--- config.mk ---
export PLATFORM = sky130hd
export DESIGN_NAME = pea_cfdf_enable_invoke
export DESIGN_NICKNAME = d
export VERILOG_FILES = /design/src/rtl/pea_cfdf_enable_invoke.sv
export SDC_FILE = /design/constraint.sdc
export NUM_CORES = 1
export LEC_CHECK = 0
export ABC_CLOCK_PERIOD_IN_PS = 2300
export CAP_MARGIN = 10
export CORE_MARGIN = 1.5
export CORE_UTILIZATION = 40
export CTS_CLUSTER_DIAMETER = 200
export DETAILED_ROUTE_END_ITERATION = 12
export PLACE_DENSITY = 0.86
export SYNTH_ARGS = -nofsm -noshare
export SYNTH_HDL_FRONTEND = slang
export SYNTH_SLANG_ARGS = --single-unit
--- constraint.sdc ---
create_clock -name clk -period 2.3 [get_ports clk]
set_input_delay 0.46 -clock clk [delete_from_list [all_inputs] [get_ports clk]]
set_output_delay 0.46 -clock clk [all_outputs]
set_load 0.05 [all_outputs]
--- src/rtl/pea_cfdf_enable_invoke.sv ---
// CFDF enable/invoke parent controller for the polynomial evaluation actor's FSM2.
// Optional firing watchdog: define PEA_FIRING_TIMEOUT_EN.
module pea_cfdf_enable_invoke #(
   parameter int unsigned word_size      = 16,
   parameter int unsigned buffer_size    = 1024,
   parameter int unsigned timeout_cycles = 4096
) (
   input  logic                 clk,
   input  logic                 rst,
   input  logic                 invoke,
   input  logic [word_size-1:0] pop_in_fifo_data,
   input  logic [word_size-1:0] pop_in_fifo_command,
   input  logic [word_size-1:0] pop_out_fifo_result,
   input  logic [7:0]           instr,
   input  logic [4:0]           arg2,
   input  logic                 done_fsm2,
   output logic                 start_fsm2,
   output logic [1:0]           next_instr,
   output logic                 enabled,
   output logic                 done_invoke,
   output logic                 fired,
   output logic                 err
);

   localparam int unsigned XW = word_size + 1;

   typedef enum logic [2:0] {S_IDLE, S_CHECK, S_START, S_WAIT, S_UPDATE} state_t;
   typedef enum logic {SETUP_INSTR = 1'b0, INSTR = 1'b1} mode_t;

   state_t state, state_nxt;
   mode_t  mode, mode_nxt;
   logic   err_nxt, enabled_nxt, start_nxt, done_nxt, fired_nxt;
   logic   en, bad, expired;

   logic [XW-1:0] data_x, cmd_x, res_x, arg_x, arg_p1, buf_x, free;

   assign data_x = {1'b0, pop_in_fifo_data};
   assign cmd_x  = {1'b0, pop_in_fifo_command};
   assign res_x  = {1'b0, pop_out_fifo_result};
   assign arg_x  = {{(XW-5){1'b0}}, arg2};
   assign arg_p1 = arg_x + XW'(1);
   assign buf_x  = XW'(buffer_size);
   // An overfull result FIFO reports zero free space rather than wrapping.
   assign free   = (res_x > buf_x) ? '0 : buf_x - res_x;

   always_comb begin
      en  = 1'b0;
      bad = 1'b0;
      if (mode == SETUP_INSTR) begin
         en = cmd_x >= XW'(1);
      end else begin
         case (instr)
            8'd0:    en = data_x >= arg_p1;
            8'd1:    en = (data_x >= XW'(1)) && (free >= XW'(1));
            8'd2:    en = (data_x >= arg_x) && (free >= arg_x) && (arg2 != 5'd0);
            8'd3:    en = 1'b1;
            default: bad = 1'b1;
         endcase
      end
   end

`ifdef PEA_FIRING_TIMEOUT_EN
   localparam int unsigned CW = (timeout_cycles > 1) ? $clog2(timeout_cycles) : 1;
   logic [CW-1:0] cnt;

   always_ff @(posedge clk or negedge rst) begin
      if (!rst)                  cnt <= '0;
      else if (state == S_START) cnt <= '0;
      else if (state == S_WAIT)  cnt <= cnt + CW'(1);
   end

   assign expired = (cnt == CW'(timeout_cycles - 1));
`else
   // Without the watchdog the timeout parameter only shapes the interface.
   logic unused_timeout;
   assign unused_timeout = ^timeout_cycles;
   assign expired        = 1'b0;
`endif

   always_comb begin
      state_nxt   = state;
      mode_nxt    = mode;
      err_nxt     = err;
      enabled_nxt = enabled;
      start_nxt   = 1'b0;
      done_nxt    = 1'b0;
      fired_nxt   = 1'b0;
      case (state)
         S_IDLE: begin
            if (invoke) state_nxt = S_CHECK;
         end
         S_CHECK: begin
            enabled_nxt = en;
            if (bad) begin
               err_nxt  = 1'b1;
               mode_nxt = SETUP_INSTR;
            end
            if (en) begin
               state_nxt = S_START;
               start_nxt = 1'b1;
            end else begin
               state_nxt = S_IDLE;
               done_nxt  = 1'b1;
            end
         end
         S_START: begin
            state_nxt = S_WAIT;
         end
         S_WAIT: begin
            // Completion takes priority over a coincident watchdog expiry.
            if (done_fsm2) begin
               state_nxt = S_UPDATE;
               done_nxt  = 1'b1;
               fired_nxt = 1'b1;
               mode_nxt  = (mode == SETUP_INSTR) ? INSTR : SETUP_INSTR;
            end else if (expired) begin
               state_nxt = S_IDLE;
               done_nxt  = 1'b1;
               err_nxt   = 1'b1;
               mode_nxt  = SETUP_INSTR;
            end
         end
         S_UPDATE: begin
            state_nxt = S_IDLE;
         end
         default: begin
            state_nxt = S_IDLE;
         end
      endcase
   end

   // Pulse outputs are registered so they are high during S_START / S_UPDATE.
   always_ff @(posedge clk or negedge rst) begin
      if (!rst) begin
         state       <= S_IDLE;
         mode        <= SETUP_INSTR;
         err         <= 1'b0;
         enabled     <= 1'b0;
         start_fsm2  <= 1'b0;
         done_invoke <= 1'b0;
         fired       <= 1'b0;
      end else begin
         state       <= state_nxt;
         mode        <= mode_nxt;
         err         <= err_nxt;
         enabled     <= enabled_nxt;
         start_fsm2  <= start_nxt;
         done_invoke <= done_nxt;
         fired       <= fired_nxt;
      end
   end

   assign next_instr = {1'b0, mode};

endmodule

Yosys cells after proc, flatten, opt, wreduce, memory -nomap -nowiden
Cells that the tools add are included.
- bits in registers: 9
- bits in latches: 0
- memory bits (writable): 0
- bits in read-only memories: 0
- input bits: 65
- output and inout bits: 7
- memories: 0
- $add $sub $neg: 2
- $mul: 0
- divide/modulo/power cells: 0
- order comparisons: 7
- eq/ne operators: 9
- shifts and indexed selects: 0
- multiplexer cells: 19
- bitwise operators: 0
- reductions and logical operators: 11
- operators by type and width (operator ; number):
    $ge A16 B1 Y1 const B ; 2
    $ge A17 B1 Y1 const B ; 1
    $ge A17 B5 Y1 ; 1
    $mux W17 ; 1
    $sub A11 B16 Y17 const A ; 1
    $eq A8 B2 Y1 const B ; 2
    $ge A16 B5 Y1 ; 1
    $ge A16 B6 Y1 ; 1
    $gt A16 B11 Y1 const B ; 1
    $pmux W3 S4 ; 1
    $mux W1 ; 11
    $eq A8 B1 Y1 const B ; 1
    $logic_not A8 Y1 ; 1
    $add A5 B1 Y6 const B ; 1
    $eq A3 B2 Y1 const B ; 2
    $mux W3 ; 2
    $ne A2 B2 Y1 const B ; 3
    $reduce_bool A5 Y1 ; 1
    $pmux W1 S2 ; 2
    $pmux W1 S4 ; 1
    $reduce_and A2 Y1 ; 2
    $reduce_or A4 Y1 ; 1
    $eq A3 B1 Y1 const B ; 1
    $logic_and A1 B1 Y1 ; 3
    4 further kinds ; 4

Logic depth before layout (Yosys ltp)
Gate-level depths: netlist of run 1.
- depth after elaboration: 9
- depth in mapped cells: 11
- gate-level depth less buffers: 11

Worst setup path before layout of run 1
OpenSTA, ideal clock, no wires.
- path kind: in2reg
- start: input pop_out_fifo_result[14]
- end: register state[1]
- setup time: 0.141 ns
- data arrival time: 2.590 ns
- required time: 2.159 ns
- path slack: -0.431 ns
- stages: 10
- path through: or3_2 > a2111oi_0 > nand2_1 > ha_1 > nand2b_1 > a21o_1 > a21oi_1 > o21ai_0 > a32oi_2 > a311oi_2
- longest elaborated chain between the ends: 9
- elaborated cells between the ends (all ways): 12
- those cells by class: add/sub: 1; order compare: 3; mux: 5; reduce/logical: 3
- RTL lines (what ; RTL line ; RTL):
    start: declaration ; 13 ; input logic [word_size-1:0] pop_out_fifo_result,
    $sub A11 B16 Y17 or $gt A16 B11 Y1 (tied branches) ; 44 ; assign free = (res_x > buf_x) ? '0 : buf_x - res_x;
    $mux W17 * ; 44 ;
    $ge A17 B5 Y1 ; 55 ; 8'd2: en = (data_x >= arg_x) && (free >= arg_x) && (arg2 != 5'd0);
    $logic_and A1 B1 Y1 (2 in series) ; 55 ;
    $pmux W1 S4 * ; 52 ; case (instr)
    $mux W1 * ; 49 ; if (mode == SETUP_INSTR) begin
    $mux W2 * ; 98 ; if (en) begin
    $pmux W3 S4 * ; 88 ; case (state)
    end signal: assignment ; 143 ; state <= state_nxt;
    end: declaration ; 30 ; state_t state, state_nxt;
Mark *: on every way between the ends. The rest lies on a longest branch, timed or not.
A chain may end at the register's enable or synchronous reset.

Worst setup path in the final report of run 1
- start: input arg2[1]
- end: register state[1]
- longest elaborated chain between the ends: 7
- elaborated cells between the ends (all ways): 11
- those cells by class: add/sub: 1; order compare: 3; mux: 4; reduce/logical: 3
- RTL lines (what ; RTL line ; RTL):
    start: declaration ; 15 ; input logic [4:0] arg2,
    branches (longest 3 deep; another with $ge A16 B6 Y1) ; -- ;
    $pmux W1 S4 * ; 52 ;
    $mux W1 * ; 49 ;
    $mux W2 * ; 98 ;
    $pmux W3 S4 * ; 88 ;
Every way passes the cells marked *.

==> results of run 1 <==
[sequential cells by signal (all words and copies together) (netlist names)]
register and cells:
done_invoke 1, mode 1, err 1, state 3, fired 1, enabled 1, start_fsm2 1
[cells in the mapped netlist, types with 2 or more instances]
| master | n |
|---|---|
| o21ai_0 | 6 |
| o2111ai_1 | 3 |
| buf_4 | 2 |
| a2111oi_0 | 2 |
| nand2_1 | 9 |
| nor2_1 | 13 |
| and2_1 | 2 |
| nor3_1 | 7 |
| dfrtp_1 | 9 |
| xnor2_1 | 3 |
| nor4_4 | 2 |
| or3_1 | 2 |
| xor2_1 | 2 |
| ha_1 | 19 |
| nand2b_1 | 3 |
| nor4_1 | 7 |
| a2111o_1 | 2 |
| inv_1 | 15 |
| nor2b_1 | 4 |
| a21oi_1 | 6 |
| nand3_1 | 12 |
[cell families after synthesis]
kind of cell | after synthesis | synth area share (%)
buf+inv | 17 | 5.60
mux | 1 | 0.786
simple gates | 71 | 32.8
xor+xnor | 5 | 3.44
fa+ha+maj | 19 | 18.7
other cells | 1 | 0.294
flops | 9 | 17.7
compound gates | 34 | 20.7
[per-stage QoR]
stage / setup TNS (ns) / cells
final: -0.787 / 316
after global routing: -1.39 / 316
after CTS: -0.746 / 316
after detailed placement: -3.34 / 310
after global placement: -3.10 / 310
after floorplan: -0.776 / 157
[worst paths after layout]
| check | endpoint | startpoint | slack, ns | depth (start not counted) |
|---|---|---|---|---|
| max | state[1] | arg2[1] | -0.23 | 9 |
| min in group clk | err | err | 0.51 | 1 |
| min reg2reg | err | err | 0.51 | 1 |
| max in group asynchronous | state[0] | rst | 1.54 | 1 |
| min | mode | rst | 0.47 | 1 |
| max reg2reg | state[1] | mode | 0.72 | 5 |
[power breakdown]
group | internal [mW] | switching, mW | leakage [nW]
registers | 0.219 | 0.0547 | 0.110
clock network | 0.0644 | 0.0630 | 0.0177
logic | 0.325 | 0.351 | 0.938
total | 0.609 | 0.469 | 1.07
[cell type report]
type / instances / area share (%)
clock buffers: 3 / 0.924
multi-input cells: 131 / 44.1
flip-flops and latches: 9 / 9.24
repair buffers: 113 / 41.0
inverters: 15 / 2.31
clock inverters: 1 / 0.205
well taps: 44 / 2.26
[what timing repair did]
action                     4_1_cts  5_1_grt
pin swaps                       16        5
setup endpoints to repair        4        4
gates resized for setup         44       12
setup buffers                    2        0
[metal layers]
| metal | track usage (%) | vias up | routed length, µm |
|---|---|---|---|
| met5 | 0 | - | 0 |
| met4 | 8.77 | 0 | 103 |
| met3 | 2.84 | 12 | 166 |
| met2 | 46.6 | 51 | 2500 |
| met1 | 28.0 | 788 | 1850 |
| li1 | - | 826 | - |
==> impl_results.md, run 1 <==
* Max-slew violations at 0
* Hold buffers post-CTS at 0
* Critical Path Source Type: primary input
* Primary FF master, synth: dfrtp_1
* Buffers & Inverters on Critical Path at 3
* Largest net degree at the start of global routing at 10
* DIE AREA at roughly 3500 µm²
* Fin Hold WS at 0.473 ns
* Crit path max-delay cell type: clkdlybuf4s50_1
* Clk buf depth at 2
* RD Place Congestion at 0.824
* Share of cells above drive strength 1 at 27.9%
* Std cell rows at 20
* Pre-antenna DRT Iters at 4
* Initial antenna violation count at 0
* Post-DP Area at 2350 µm²
* # setup viols final at 4
* Mapped Cells at approximately 160
* Most frequent cells in the layout: clkdlybuf4s50_1 (56), buf_4 (43), ha_1 (19), inv_1 (15), nor2_1 (12)
* Delay-heaviest family, CP: simple AND/OR/NAND/NOR gates
* Residual DRC at 0
* Via-to-Cell Ratio at between 5 and 6
* Seq/Total Area, Yosys at between 10% and 20%
* Peak supply drop at 0.210 mV
* Width of the die at 59.4 µm
* Post-synthesis async set-or-reset flop share at 100%
* Syn Std Cell Area at 1270 µm²
* Grt ovf at 0
* Initial Util at 42.1%
* Core footprint at 3030 µm²
* DR iter-0 viols at 73
* Critical path required time at 2.48 ns
* Hpwl dp at 3.54 mm
* Synth top area share at approximately a fifth
* Fillers at 202
* P per Cell Area at 442 nW/µm²
* Worst slew pin tran at 0.697 ns
* Critical path type: in2reg
* WL/cell at 14.6 µm
* Worst path cell trace: clkdlybuf4s50_1 -> inv_1 -> buf_4 -> ha_1 -> nor4b_1 -> or4_1 -> nor3_1 -> a32oi_4 -> a311oi_2
* Synth warnings at 0
* Outcome: finished with violations
* Post-route ant nets at 0
* Clk pin slew, worst setup/hold paths at roughly 0.07 ns
* Top Ports at 72
* DRT Wirelength at 4.62 mm
* First-pass GRT wire length at 6.76 mm
* Area added between synthesis and finish at 91.3%
* Port buffer count at 70
* Largest area contributor in the netlist: ha_1
* Vias in the first global route at 1588
* Antenna Cells at 0
* Relative slew margins at 53.4%
* Total track usage at 24.7%
* Mean Syn Cell Area at 8.11 µm²
* Die H at 59.4 µm
* Failing checks: negative setup slack
* Place WS at -0.858 ns
* Hold crit path type: in2async
* Synth top area cells: ha_1 (19%), dfrtp_1 (18%), nand3_1 (4.7%)
* Post-route clock skew at 0.00826 ns
* CTS H-tree depth at 1
* Worst setup EP type: flop
* Leak at 1.07 nW
* Achievable Freq at 396 MHz
* Nets@finish at ~360
* Post-layout instance area at approximately 2400 µm²
* Netlist cell types at 48
* Pwr Total at 1.08 mW
* Worst stage delay on the critical path at 0.48 ns
* Clock sinks at 9
* Post-synth EDFFs at 0
* RSZ-0062 raised after global routing: true
* CTS tree: yes
* Area of the multi-input gates at 1070 µm²
* Register bit total from synthesis at 9
* Commonest non-fill, non-tap cell in the layout: clkdlybuf4s50_1
* Root buf cell: clkbuf_4
* Vias at 1677
* Final hold violations at 0
* Final core utilization at 80.5%
* Net count after synthesis at 241
* Final period utilization at 110%
* Number of CTS-inserted buffers at 3
* Arr. time, crit path at 2.71 ns
* Worst-path fanout max at 4
* Min Tclk post-route at 2.53 ns
* Max_cap viols at 0
* Worst-Skew Late Latency at 0.27 ns
* Worst setup margin at -0.228 ns
* Reg area at approximately 230 µm²
(Power assumes the default switching activity.)
==> run 2: changes to the inputs <==
--- a/config.mk
+++ b/config.mk
@@ -12,6 +12,7 @@
 export CTS_CLUSTER_DIAMETER = 200
 export DETAILED_ROUTE_END_ITERATION = 12
 export PLACE_DENSITY = 0.86
+export SKIP_CTS_REPAIR_TIMING = 1
 export SYNTH_ARGS = -nofsm -noshare
 export SYNTH_HDL_FRONTEND = slang
 export SYNTH_SLANG_ARGS = --single-unit
==> run 2 against run 1 <==
- the run still ends with negative setup slack left
- sequential cell count is the same
- via count shrank 2.9%
- sequential power is essentially flat
- non-clock buffer count shrank 2
- sequential share of layout area grew 0.086 points
- register-to-register slack gained 0.03 ns
- die area is the same
- routed wire length shrank 12%
- fmax shrank 0.55%
- global-route usage shrank 0.63 points
- critical endpoint unchanged
==> impl_results.md, run 2 (same netlist as run 1, synthesis figures left out) <==
* Share of cells above drive strength 1 at 24.4% (-3.5 points)
* DIE AREA at 3530 µm² (unchanged)
* Hpwl dp at 3.54 mm (unchanged)
* Post-layout instance area at 2410 µm² (-0.92%)
* Worst slew pin tran at 0.655 ns (-0.0418 ns)
* Port buffer count at 70 (unchanged)
* Clk pin slew, worst setup/hold paths at 0.07 ns (about the same)
* Std cell rows at 20 (unchanged)
* Worst-path fanout max at 4 (unchanged)
* Max_cap viols at 0 (unchanged)
* # setup viols final at 4 (unchanged)
* Total track usage at 24.1% (-0.63 points)
* Final period utilization at 111% (+0.61 points)
* Flop-to-flop setup slack at 0.75 ns (+0.03 ns)
* Crit. path cell count at 12 (+3)
* DR iter-0 viols at 58 (-21%)
* Hold crit path type: in2async
* Max-slew violations at 0 (unchanged)
* Final hold violations at 0 (unchanged)
* Critical Path Source Type: primary input
* Post-route clock skew at 0.00405 ns (-0.00420 ns)
* Crit path max-delay cell type: a2111oi_4
* Critical path type: in2reg
* RD Place Congestion at 0.824 (unchanged)
* Largest register by flop count: state
* Min Tclk post-route at 2.54 ns (+0.0140 ns)
* Clock sinks at 9 (unchanged)
* Worst stage delay on the critical path at 0.36 ns (-0.12 ns)
* Initial Util at 42.1% (unchanged)
* Delay-heaviest family, CP: compound AO/OA/AOI/OAI gates
* Clk buf depth at 2 (unchanged)
* DRT Wirelength at 4.08 mm (-12%)
* Root buf cell: clkbuf_4
* RSZ-0062 raised after global routing: true
* Grt ovf at 0 (unchanged)
* Relative slew margins at 56.2% (+2.8 points)
* Failing checks: negative setup slack
* Post-DP Area at 2350 µm² (unchanged)
* Critical path required time at 2.44 ns (-0.04 ns)
* First-pass GRT wire length at 6.58 mm (-2.7%)
* Post-route ant nets at 0 (unchanged)
* Vias at 1629 (-2.9%)
* Vias in the first global route at 1561 (-1.7%)
* Achievable Freq at 393 MHz (-0.55%)
* Worst setup EP type: flop
* Sum of negative setup slack at -0.925 ns (-0.138 ns)
* Peak supply drop at 0.204 mV (-2.7%)
* Top Ports at 72 (unchanged)
* Worst-Skew Late Latency at 0.27 ns (about the same)
* Buffers & Inverters on Critical Path at 1 (-2)
* Final core utilization at 79.7% (-0.74 points)
* Residual DRC at 0 (unchanged)
* Area of the multi-input gates at 1030 µm² (-4.1%)
* Worst setup margin at -0.242 ns (-0.0140 ns)
* Pre-antenna DRT Iters at 5 (+1)
* Worst path cell trace: buf_8 -> nor4_4 -> nand3_2 -> a2111oi_4 -> nand2_1 -> ha_1 -> nand2b_4 -> a21o_1 -> a21oi_2 -> o21ai_1 -> a32oi_2 -> a311oi_2
* Leak at 1.12 nW (+4.8%)
* Area added between synthesis and finish at 89.5%
* CTS H-tree depth at 1 (unchanged)
* Most frequent cells in the layout: clkdlybuf4s50_1 (57), buf_4 (41), ha_1 (19), inv_1 (15), nor2_1 (12)
* Nets@finish at 355 (-0.56%)
* CTS tree: yes
* Core footprint at 3030 µm² (unchanged)
* Fin Hold WS at 0.475 ns (+0.00219 ns)
* Commonest non-fill, non-tap cell in the layout: clkdlybuf4s50_1
* Largest net degree at the start of global routing at 10 (unchanged)
* Outcome: finished with violations
* Die H at 59.4 µm (unchanged)
* Antenna Cells at 0 (unchanged)
* Via-to-Cell Ratio at 5.19 (-2.2%)
* Fillers at 199 (-1.5%)
* Arr. time, crit path at 2.68 ns (-0.03 ns)
* P per Cell Area at 443 nW/µm² (+0.17%)
* WL/cell at 13.0 µm (-11%)
* Width of the die at 59.4 µm (unchanged)
* Worst Reg-to-Reg Cells at 5 (unchanged)
* Place WS at -0.858 ns (unchanged)
* Initial antenna violation count at 0 (unchanged)
* Number of CTS-inserted buffers at 3 (unchanged)
* Number of flip-flops in the largest register at 3 (unchanged)
* Reg area at 225 µm² (unchanged)
==> run 2: cell types whose count changed in the layout (fill, tap and decap cells not counted), moves of 2 or more <==
cell | previous run | this run
buf_2 | 4 | 0
buf_4 | 43 | 41
clkbuf_2 | 1 | 3
dlygate4sd2_1 | 6 | 0
dlymetal6s2s_1 | 0 | 8
o21ai_0 | 3 | 5
==> run 2: layer usage <==
layer	global-route usage (%)	part of all wire [%]	up-vias
met5	0	0	-
met4	7.79	2.3	0
met3	2.84	3.4	15
met2	45.7	53	50
met1	27.3	42	744
li1	-	-	820
==> run 2: metrics by stage <==
stage	total power [mW]	std cells
after floorplan	0.635	157
after global placement	0.916	310
after detailed placement	0.938	310
after CTS	1.06	314
after global routing	1.13	314
final	1.07	314
==> run 2: worst paths after layout <==
path / end / from
min in group clk: err / err
setup reg to reg: state[1] / mode
hold / removal: mode / rst
max in group asynchronous: state[0] / rst
hold reg to reg: err / err
setup / recovery: state[1] / pop_out_fifo_result[6]
==> run 2: final cells by class <==
type	instances	share of cell area, %
Sequential cell	9	9.33
Timing Repair Buffer	111	42.3
Tap cell	44	2.28
Clock inverter	1	0.207
Inverter	15	2.33
Multi-Input combinational cell	131	42.7
Clock buffer	3	0.933
==> run 2: power by group <==
| group | switching [mW] | internal [mW] | leakage (nW) |
|---|---|---|---|
| logic | 0.341 | 0.326 | 0.989 |
| clock network | 0.0631 | 0.0645 | 0.0177 |
| registers | 0.0551 | 0.219 | 0.110 |
==> run 3: changes to the inputs <==
--- a/config.mk
+++ b/config.mk
@@ -7,11 +7,13 @@
 export LEC_CHECK = 0
 export ABC_CLOCK_PERIOD_IN_PS = 2300
 export CAP_MARGIN = 10
+export CELL_PAD_IN_SITES_DETAIL_PLACEMENT = 1
+export CELL_PAD_IN_SITES_GLOBAL_PLACEMENT = 2
 export CORE_MARGIN = 1.5
-export CORE_UTILIZATION = 40
+export CORE_UTILIZATION = 22
 export CTS_CLUSTER_DIAMETER = 200
 export DETAILED_ROUTE_END_ITERATION = 12
-export PLACE_DENSITY = 0.86
+export PLACE_DENSITY = 0.9
 export SKIP_CTS_REPAIR_TIMING = 1
 export SYNTH_ARGS = -nofsm -noshare
 export SYNTH_HDL_FRONTEND = slang
==> run 3 against run 2 <==
- the run still ends with negative setup slack left
- sequential power hardly changed
- cell count is 8.3% higher
- count of clock-buffer cells in the layout is 1 higher
- fmax is 5.3% lower
- design area is 0.78% higher
==> impl_results.md, run 3 (same netlist as run 1, synthesis figures left out) <==
* Post-route ant nets at 0 (unchanged)
* Share of cells above drive strength 1 at 23.1% (-1.3 points)
* Peak supply drop at 0.373 mV (+83%)
* Delay-heaviest family, CP: compound AO/OA/AOI/OAI gates
* Outcome: finished with violations
* Critical Path Source Type: primary input
* Gate power share at 59.3% (-3.1 points)
* Achievable Freq at 372 MHz (-5.3%)
* Initial Util at 23.0% (-19 points)
* Clk pin slew, worst setup/hold paths at 0.04 ns (-0.03 ns)
* DIE AREA at 6260 µm² (+77%)
* DRT Wirelength at 4.49 mm (+10%)
* Vias in the first global route at 1649 (+5.6%)
* Clk buf depth at 2 (unchanged)
* Crit path max-delay cell type: a2111oi_4
* Residual DRC at 0 (unchanged)
* Leak at 1.10 nW (-1.4%)
* Width of the die at 79.1 µm (+33%)
* Die H at 79.1 µm (+33%)
* Post-layout instance area at 2430 µm² (+0.78%)
* RD Place Congestion at 0.732 (-11%)
* Worst path cell trace: buf_8 -> nor4_4 -> nand3_2 -> a2111oi_4 -> nand2_1 -> ha_1 -> nand2b_4 -> a21o_1 -> a21oi_2 -> o21ai_1 -> a32oi_2 -> a31oi_1
* Post-route clock skew at 0.00230 ns (-0.00175 ns)
* CTS tree: yes
* Initial antenna violation count at 0 (unchanged)
* CTS H-tree depth at 1 (unchanged)
* Critical path type: in2reg
* Core footprint at 5540 µm² (+83%)
* Flop pwr share at 24.7% (-1.0 points)
* Max_cap viols at 0 (unchanged)
* Fin Hold WS at 0.474 ns (-0.00126 ns)
* Final hold violations at 0 (unchanged)
* Worst stage delay on the critical path at 0.40 ns (+0.04 ns)
* Via-to-Cell Ratio at 4.68 (-9.7%)
* Fillers at 676 (+240%)
* Antenna Cells at 0 (unchanged)
* Internal power at 0.664 mW (+8.8%)
* Clock power frac at 16.0% (+4.1 points)
* Post-DP Area at 2360 µm² (+0.53%)
* Failing checks: negative setup slack
* Worst setup EP type: flop
* Worst slew pin tran at 0.668 ns (+0.0124 ns)
* P per Cell Area at 462 nW/µm² (+4.2%)
* DR iter-0 viols at 18 (-69%)
* Port buffer count at 70 (unchanged)
* Vias at 1592 (-2.3%)
* Hpwl dp at 4.03 mm (+14%)
* Pre-antenna DRT Iters at 3 (-2)
* Relative slew margins at 55.4% (-0.83 points)
* Clock sinks at 9 (unchanged)
* Hold crit path type: reg2reg
* Std cell rows at 27 (+35%)
* Commonest non-fill, non-tap cell in the layout: clkdlybuf4s50_1
* Root buf cell: clkbuf_8
* Total track usage at 14.4% (-9.6 points)
* Critical path required time at 2.38 ns (-0.06 ns)
* Final period utilization at 117% (+6.2 points)
* Worst-path fanout max at 4 (unchanged)
* Grt ovf at 0 (unchanged)
* Worst setup margin at -0.386 ns (-0.143 ns)
* Arr. time, crit path at 2.77 ns (+0.09 ns)
* Nets@finish at 353 (-0.56%)
* Worst Reg-to-Reg Cells at 5 (unchanged)
* Crit. path cell count at 12 (unchanged)
* # setup viols final at 4 (unchanged)
* WL/cell at 13.2 µm (+1.8%)
* Worst-Skew Late Latency at 0.23 ns (-0.04 ns)
* Hold depth at 1
* Min Tclk post-route at 2.69 ns (+0.143 ns)
* Largest register by flop count: state
* Largest net degree at the start of global routing at 10 (unchanged)
* Buffers & Inverters on Critical Path at 1 (unchanged)
* Sw power at 0.459 mW (about the same)
* RSZ-0062 raised after global routing: true
* Number of CTS-inserted buffers at 3 (unchanged)
* Switching part of the total at 40.9% (-2.1 points)
* Area added between synthesis and finish at 91.0%
* First-pass GRT wire length at 7.31 mm (+11%)
* Top Ports at 72 (unchanged)
* Max-slew violations at 0 (unchanged)
* Most frequent cells in the layout: clkdlybuf4s50_1 (57), buf_4 (39), ha_1 (19), inv_1 (15), nor2_1 (12)
* Number of flip-flops in the largest register at 3 (unchanged)
[run 3: per-layer routing]
layer / global-route usage [%] / routed length, µm / share of wire, %
met3: 2.99 / 295 / 6.6
met4: 1.58 / 0 / 0
met5: 0 / 0 / 0
met1: 16.8 / 1960 / 44
met2: 27.5 / 2240 / 50
[run 3: power by group through the flow]
stage,Combinational [mW],Sequential (mW),Clock [mW]
floorplan,0.269,0.365,0
global placement,0.651,0.276,0
detailed placement,0.670,0.277,0
CTS,0.672,0.277,0.188
global route,0.718,0.286,0.195
finish,0.666,0.277,0.180
[run 3: layout make-up]
cell class,count,area (µm²),area share (%)
multi-input combinational,131,1020,41.9
sequential,9,225,9.26
inverter,15,56.3,2.31
tap,72,90.1,3.70
clock buffer,4,45.0,1.85
timing repair buffer,109,997,41.0
[run 3: stage by stage]
stage	utilization (%)	cells	setup slack, ns	setup TNS, ns	total power [mW]
global placement	42.6	335	-0.869	-3.38	0.927
CTS	43.5	339	-0.739	-2.87	1.14
global route	43.9	340	-0.524	-1.95	1.20
floorplan	-	157	-0.220	-0.776	0.635
finish	43.9	340	-0.386	-1.46	1.12
detailed placement	42.6	335	-0.974	-3.80	0.948
[run 3: final timing paths]
check	from	end	slack, ns
setup / recovery	pop_out_fifo_result[6]	enabled	-0.39
hold / removal	err	err	0.47
setup reg to reg	mode	done_invoke	0.73
hold reg to reg	err	err	0.47
max in group asynchronous	rst	enabled	1.49
min in group asynchronous	rst	fired	0.53
